File: src/rtl/adder_pipe_sat_if.sv
// Purpose: handshake + operand/result bundle for adder_pipe_sat.
// Latency: none (wires only).
// Backpressure: in_ready is driven by the slave from out_ready.
interface adder_pipe_sat_if #(
  parameter int W = 8
);
  logic         in_valid;
  logic         in_ready;
  logic [W-1:0] a;
  logic [W-1:0] b;
  logic         cin;
  logic         sub;
  logic         sat;
  logic         out_valid;
  logic         out_ready;
  logic [W-1:0] sum;
  logic         cout;
  logic         ovf;

  // Environment / upstream+downstream view.
  modport master (
    output in_valid, a, b, cin, sub, sat, out_ready,
    input  in_ready, out_valid, sum, cout, ovf
  );

  // Adder view.
  modport slave (
    input  in_valid, a, b, cin, sub, sat, out_ready,
    output in_ready, out_valid, sum, cout, ovf
  );
endinterface

File: src/rtl/adder_pipe_sat.sv
// Purpose: pipelined signed add/sub, SEG bits of carry chain per stage, wrap or saturate.
// Latency: W/SEG cycles from the accepting edge to out_valid.
// Backpressure: global stall; in_ready = !out_valid || out_ready, all stages hold otherwise.
module adder_pipe_sat #(
  parameter int W   = 8,
  parameter int SEG = 4
) (
  input  logic           clk,
  input  logic           rst,
  adder_pipe_sat_if.slave bus
);
  localparam int STAGES = W / SEG;

  // One pipeline slot: partial sum so far, carry into the next slice, and
  // the full effective operands carried along so later stages can slice them.
  typedef struct packed {
    logic         vld;
    logic         cy;
    logic         sat;
    logic [W-1:0] s;
    logic [W-1:0] a;
    logic [W-1:0] bp;
  } stage_t;

  stage_t [STAGES-1:0] st;
  stage_t [STAGES-1:0] nx;

  logic         advance;
  logic         out_valid_q;
  logic [W-1:0] sum_q;
  logic         cout_q;
  logic         ovf_q;
  logic [W-1:0] sum_n;
  logic         ovf_n;

  // A single stall signal freezes the whole pipe; a slot frees up as soon as
  // the output is empty or being taken this cycle.
  assign advance       = !out_valid_q || bus.out_ready;
  assign bus.in_ready  = advance;
  assign bus.out_valid = out_valid_q;
  assign bus.sum       = sum_q;
  assign bus.cout      = cout_q;
  assign bus.ovf       = ovf_q;

  // Per-stage slice addition: stage 0 takes the raw inputs, stage i the
  // registered slot i-1; each adds its own SEG-bit slice plus incoming carry.
  always_comb begin
    logic [W-1:0] op_a;
    logic [W-1:0] op_b;
    logic [W-1:0] s_in;
    logic         c_in;
    logic         v_in;
    logic         sat_in;
    logic [SEG:0] seg;
    int           p;
    nx     = st;
    op_a   = '0;
    op_b   = '0;
    s_in   = '0;
    c_in   = 1'b0;
    v_in   = 1'b0;
    sat_in = 1'b0;
    seg    = '0;
    p      = 0;
    for (int i = 0; i < STAGES; i++) begin
      p = (i > 0) ? i - 1 : 0;
      if (i == 0) begin
        op_a   = bus.a;
        op_b   = bus.sub ? ~bus.b : bus.b;
        c_in   = bus.sub | bus.cin;
        v_in   = bus.in_valid;
        s_in   = '0;
        sat_in = bus.sat;
      end else begin
        op_a   = st[p].a;
        op_b   = st[p].bp;
        c_in   = st[p].cy;
        v_in   = st[p].vld;
        s_in   = st[p].s;
        sat_in = st[p].sat;
      end
      seg = {1'b0, op_a[i*SEG +: SEG]} + {1'b0, op_b[i*SEG +: SEG]} + {{SEG{1'b0}}, c_in};
      s_in[i*SEG +: SEG] = seg[SEG-1:0];
      nx[i].vld = v_in;
      nx[i].cy  = seg[SEG];
      nx[i].sat = sat_in;
      nx[i].a   = op_a;
      nx[i].bp  = op_b;
      nx[i].s   = s_in;
    end
  end

  // Overflow and saturation on the completed raw sum in the last slot.
  always_comb begin
    ovf_n = (st[STAGES-1].a[W-1] == st[STAGES-1].bp[W-1]) &&
            (st[STAGES-1].s[W-1] != st[STAGES-1].a[W-1]);
    sum_n = st[STAGES-1].s;
    if (st[STAGES-1].sat && ovf_n) begin
      sum_n = st[STAGES-1].a[W-1] ? {1'b1, {(W-1){1'b0}}} : {1'b0, {(W-1){1'b1}}};
    end
  end

  // Pipeline and output registers; reset drops everything in flight.
  always_ff @(posedge clk or posedge rst) begin
    if (rst) begin
      st          <= '0;
      out_valid_q <= 1'b0;
      sum_q       <= '0;
      cout_q      <= 1'b0;
      ovf_q       <= 1'b0;
    end else if (advance) begin
      st          <= nx;
      out_valid_q <= st[STAGES-1].vld;
      if (st[STAGES-1].vld) begin
        sum_q  <= sum_n;
        cout_q <= st[STAGES-1].cy;
        ovf_q  <= ovf_n;
      end
    end
  end
endmodule

File: src/flat_wrapper.sv
// flat-port wrapper written by rule: the top's interface ports become plain ports
module adder_pipe_sat_flat 
#(
  parameter int W   = 8,
  parameter int SEG = 4
)
  (clk, rst, bus_in_valid, bus_a, bus_b, bus_cin, bus_sub, bus_sat, bus_out_ready, bus_in_ready, bus_out_valid, bus_sum, bus_cout, bus_ovf);
  adder_pipe_sat_if #(.W(W)) bus_i ();
  input  logic clk;
  input  logic rst;
  input wire logic [$bits(bus_i.in_valid)-1:0] bus_in_valid;
  input wire logic [$bits(bus_i.a)-1:0] bus_a;
  input wire logic [$bits(bus_i.b)-1:0] bus_b;
  input wire logic [$bits(bus_i.cin)-1:0] bus_cin;
  input wire logic [$bits(bus_i.sub)-1:0] bus_sub;
  input wire logic [$bits(bus_i.sat)-1:0] bus_sat;
  input wire logic [$bits(bus_i.out_ready)-1:0] bus_out_ready;
  output wire logic [$bits(bus_i.in_ready)-1:0] bus_in_ready;
  output wire logic [$bits(bus_i.out_valid)-1:0] bus_out_valid;
  output wire logic [$bits(bus_i.sum)-1:0] bus_sum;
  output wire logic [$bits(bus_i.cout)-1:0] bus_cout;
  output wire logic [$bits(bus_i.ovf)-1:0] bus_ovf;
  assign bus_i.in_valid = bus_in_valid;
  assign bus_i.a = bus_a;
  assign bus_i.b = bus_b;
  assign bus_i.cin = bus_cin;
  assign bus_i.sub = bus_sub;
  assign bus_i.sat = bus_sat;
  assign bus_i.out_ready = bus_out_ready;
  assign bus_in_ready = bus_i.in_ready;
  assign bus_out_valid = bus_i.out_valid;
  assign bus_sum = bus_i.sum;
  assign bus_cout = bus_i.cout;
  assign bus_ovf = bus_i.ovf;
  adder_pipe_sat #(.W(W), .SEG(SEG)) u_core (.clk(clk), .rst(rst), .bus(bus_i));
endmodule
File: config.mk
export PLATFORM = sky130hd
export DESIGN_NAME = adder_pipe_sat_flat
export DESIGN_NICKNAME = d
export VERILOG_FILES = /design/src/rtl/adder_pipe_sat_if.sv /design/src/rtl/adder_pipe_sat.sv /design/src/flat_wrapper.sv
export SDC_FILE = /design/constraint.sdc
export NUM_CORES = 1
export LEC_CHECK = 0
export ABC_AREA = 1
export CAP_MARGIN = 20
export CORE_MARGIN = 1
export CORE_UTILIZATION = 46
export DETAILED_ROUTE_END_ITERATION = 7
export PLACE_DENSITY_LB_ADDON = 0.25
export SETUP_SLACK_MARGIN = 0.4
export SKIP_CTS_REPAIR_TIMING = 1
export SLEW_MARGIN = 20
export SYNTH_ARGS = -nofsm -noshare
export SYNTH_HDL_FRONTEND = slang
export SYNTH_SLANG_ARGS = --single-unit
File: constraint.sdc
create_clock -name clk -period 1.4 [get_ports clk]
set_input_delay 0.14 -clock clk [delete_from_list [all_inputs] [get_ports clk]]
set_output_delay 0.14 -clock clk [all_outputs]
set_load 0.1 [all_outputs]
==> impl_metrics.env <==
export IMPL_run_status="complete, but fails checks"
export IMPL_violations="negative setup slack"
export IMPL_cp_depth=8
export IMPL_cp_start_kind="register"
export IMPL_drc=0
export IMPL_critPathBufInv=2
export IMPL_root_buffer="clkbuf_8"
export IMPL_tns_ns=-0.365
export IMPL_dieArea_sq_um=4390
export IMPL_yosysMostFrequentCell="nand2_1"
export IMPL_ys_async_sr_fraction_pct=100
export IMPL_fmax_mhz=637
export IMPL_avgRoutedWirePerCell_um=13.9
export IMPL_area_growth_pct=69.7
export IMPL_utilization_pct=81.2
export IMPL_via_per_inst=4.96
export IMPL_synth_enable_flop_cells=0
export IMPL_reg2reg_to="u_core.st[52]"
export IMPL_tritoncts="built"
export IMPL_syn_instance_count=207
export IMPL_synth_top_area_share_pct=51.3
export IMPL_synth_area_per_cell_sq_um=9.18
export IMPL_cts_buffers=5
export IMPL_vdd_drop_max_uv=960
export IMPL_ant_nets=0
export IMPL_rsz0062_at_grt="yes"
export IMPL_rows=23
export IMPL_route_met3_wl_um=161
export IMPL_critPathKind="register to register"
export IMPL_slew_headroom_pct=82.9
export IMPL_r2r_slack_ns=-0.17
export IMPL_max_stage_delay_ns=0.41
export IMPL_wl_mm=4.61
export IMPL_initial_utilization_pct=47.9
export IMPL_yosysSeqAreaShare_pct=51.3
export IMPL_die_width_um=66.3
export IMPL_max_cap_violations=0
export IMPL_wl_met2_mm=2.43
export IMPL_skew_ns=0.00829
export IMPL_ios=35
export IMPL_yosys_warnings=0
export IMPL_postSynthNetCount=240
export IMPL_grt_max_degree=30
export IMPL_ys_top_cells_by_area="dfrtp_1 (51%), nand2_1 (11%), fa_1 (4.2%)"
export IMPL_path_clk_slew_ns=0.08
export IMPL_wl_met1_mm=1.84
export IMPL_required_ns=1.59
export IMPL_core_sq_um=3970
export IMPL_worstMarginPinSlew_ns=0.256
export IMPL_crit_path_end_kind="register"
export IMPL_drtIter0Drc=38
export IMPL_grt_antenna_before_repair=0
export IMPL_crit_arrival_ns=1.76
export IMPL_drv_slew=0
export IMPL_synth_commonest_cells="nand2_1 (57), dfrtp_1 (39), inv_1 (21)"
export IMPL_critPathMaxFanout=2
export IMPL_hold_violations=0
export IMPL_grt_pass1_vias=1303
export IMPL_layout_nets=313
export IMPL_post_synth_top_area_cell="dfrtp_1"
export IMPL_dr_pass1_iters=4
export IMPL_clk_path_buf_depth=2
export IMPL_gr_total_overflow=0
export IMPL_synth_area_sq_um=1900
export IMPL_clock_latency_ns=0.30
export IMPL_diodes=0
export IMPL_p_leak_nw=1.53
export IMPL_cts_num_sinks=39
export IMPL_crit_family="adder cells"
export IMPL_slowest_stage="dfrtp_1"
export IMPL_ys_ff_latch=39
export IMPL_synth_cell_types=24
export IMPL_period_minus_slack_ns=1.57
export IMPL_grt_pass1_wl_mm=5.48
export IMPL_die_h_um=66.3
export IMPL_crit_chain="fa_2 -> inv_2 -> fa_2 -> inv_2 -> nand2_2 -> a21oi_2 -> nor3_2 -> nor2_1"
export IMPL_synth_ff_type="dfrtp_1"
export IMPL_top_layer_used="met4"
export IMPL_hp_class="primary input to async pin"
export IMPL_finalSetupViolations=5
export IMPL_reg2regPathDepth=8
export IMPL_power_density_nw_per_um2=2230
export IMPL_via_count=1642
export IMPL_dp_hpwl_mm=2.41
export IMPL_drive_gt1_share_pct=53.7
export IMPL_hold_slack_ns=0.125
export IMPL_r2r_start="u_core.st[25]"
export IMPL_finalWorstSetupSlack_ns=-0.171
export IMPL_place_congestion=0.777
export IMPL_grt_total_usage_pct=16.7
export IMPL_h_tree_depth=2
export IMPL_numPortBuffers=34
export IMPL_period_share_pct=112
## stage by stage
| step | worst slack, ns | std cells | cell area [sq um] | total power, W |
|---|---|---|---|---|
| 2_1_floorplan | -0.260 | 207 | 2000 | 0.00420 |
| 3_3_place_gp | -0.693 | 291 | 2500 | 0.00521 |
| 3_5_place_dp | -0.726 | 291 | 2500 | 0.00527 |
| 4_1_cts | -0.415 | 299 | 2590 | 0.00599 |
| 5_1_grt | -0.260 | 331 | 3230 | 0.00757 |
| 6_report | -0.171 | 331 | 3230 | 0.00720 |
## routing by layer
metal | track usage, % | vias to the layer above
met5 | 0 | -
met4 | 6.38 | 0
met3 | 4.66 | 16
met2 | 27.2 | 44
met1 | 21.1 | 776
li1 | - | 806
## flip-flops by register name, indices dropped and copies added (netlist names)
name	count
u_core.nx	14
u_core.st	14
u_core.bus.sum	8
u_core.bus.cout	1
u_core.bus.out_valid	1
u_core.bus.ovf	1
## worst max path at each step
stage                    endpoint  slack, ns          start
floorplan           u_core.st[25]      -0.26        bus_sub
global placement    u_core.st[25]      -0.69        bus_sub
detailed placement  u_core.st[25]      -0.73        bus_sub
CTS                 u_core.st[25]      -0.42        bus_sub
global route        u_core.st[52]      -0.26  u_core.st[25]
finish              u_core.st[52]      -0.17  u_core.st[25]
## report_power, final
group | switching, W | internal (W) | total (W)
registers | 0.000403 | 0.00161 | 0.00201
logic | 0.00253 | 0.00191 | 0.00444
clock network | 0.000403 | 0.000341 | 0.000744
total | 0.00334 | 0.00386 | 0.00720
## cells by family after synthesis
| group | count (synthesis) | share of synthesized area, % |
|---|---|---|
| DFF | 39 | 51.3 |
| AOI/OAI and AO/OA | 37 | 11.1 |
| adders and majority gates | 10 | 8.16 |
| buffers and inverters | 31 | 8.03 |
| and+or+nand+nor | 82 | 17.7 |
| xor gates and xnor gates | 8 | 3.69 |
## area by class of cell
type | count | area (sq um)
inverter | 23 | 100
multi-input combinational | 137 | 1030
tap | 50 | 62.6
clock inverter | 3 | 15.0
clock buffer | 5 | 68.8
fill | 235 | 746
sequential | 39 | 992
timing repair buffer | 74 | 955
## layout by cell type (no fill, tap or decap), types with 3 or more instances in the layout
cell	count
nand2_1	32
dfrtp_1	28
nand2_2	19
buf_4	19
buf_12	17
inv_1	15
clkdlybuf4s50_1	15
o21ai_2	13
o21ai_1	11
dfrtp_2	10
a21oi_2	9
buf_6	9
nor2_4	8
nand2_4	6
ha_1	6
nor2_1	5
nand3_2	5
clkbuf_8	5
inv_2	4
xnor2_1	4
fa_2	4
clkbuf_16	4
dlymetal6s2s_1	4
buf_8	4
nand3_1	3
clkinv_2	3
No activity file was read; power rests on OpenSTA's default activity.
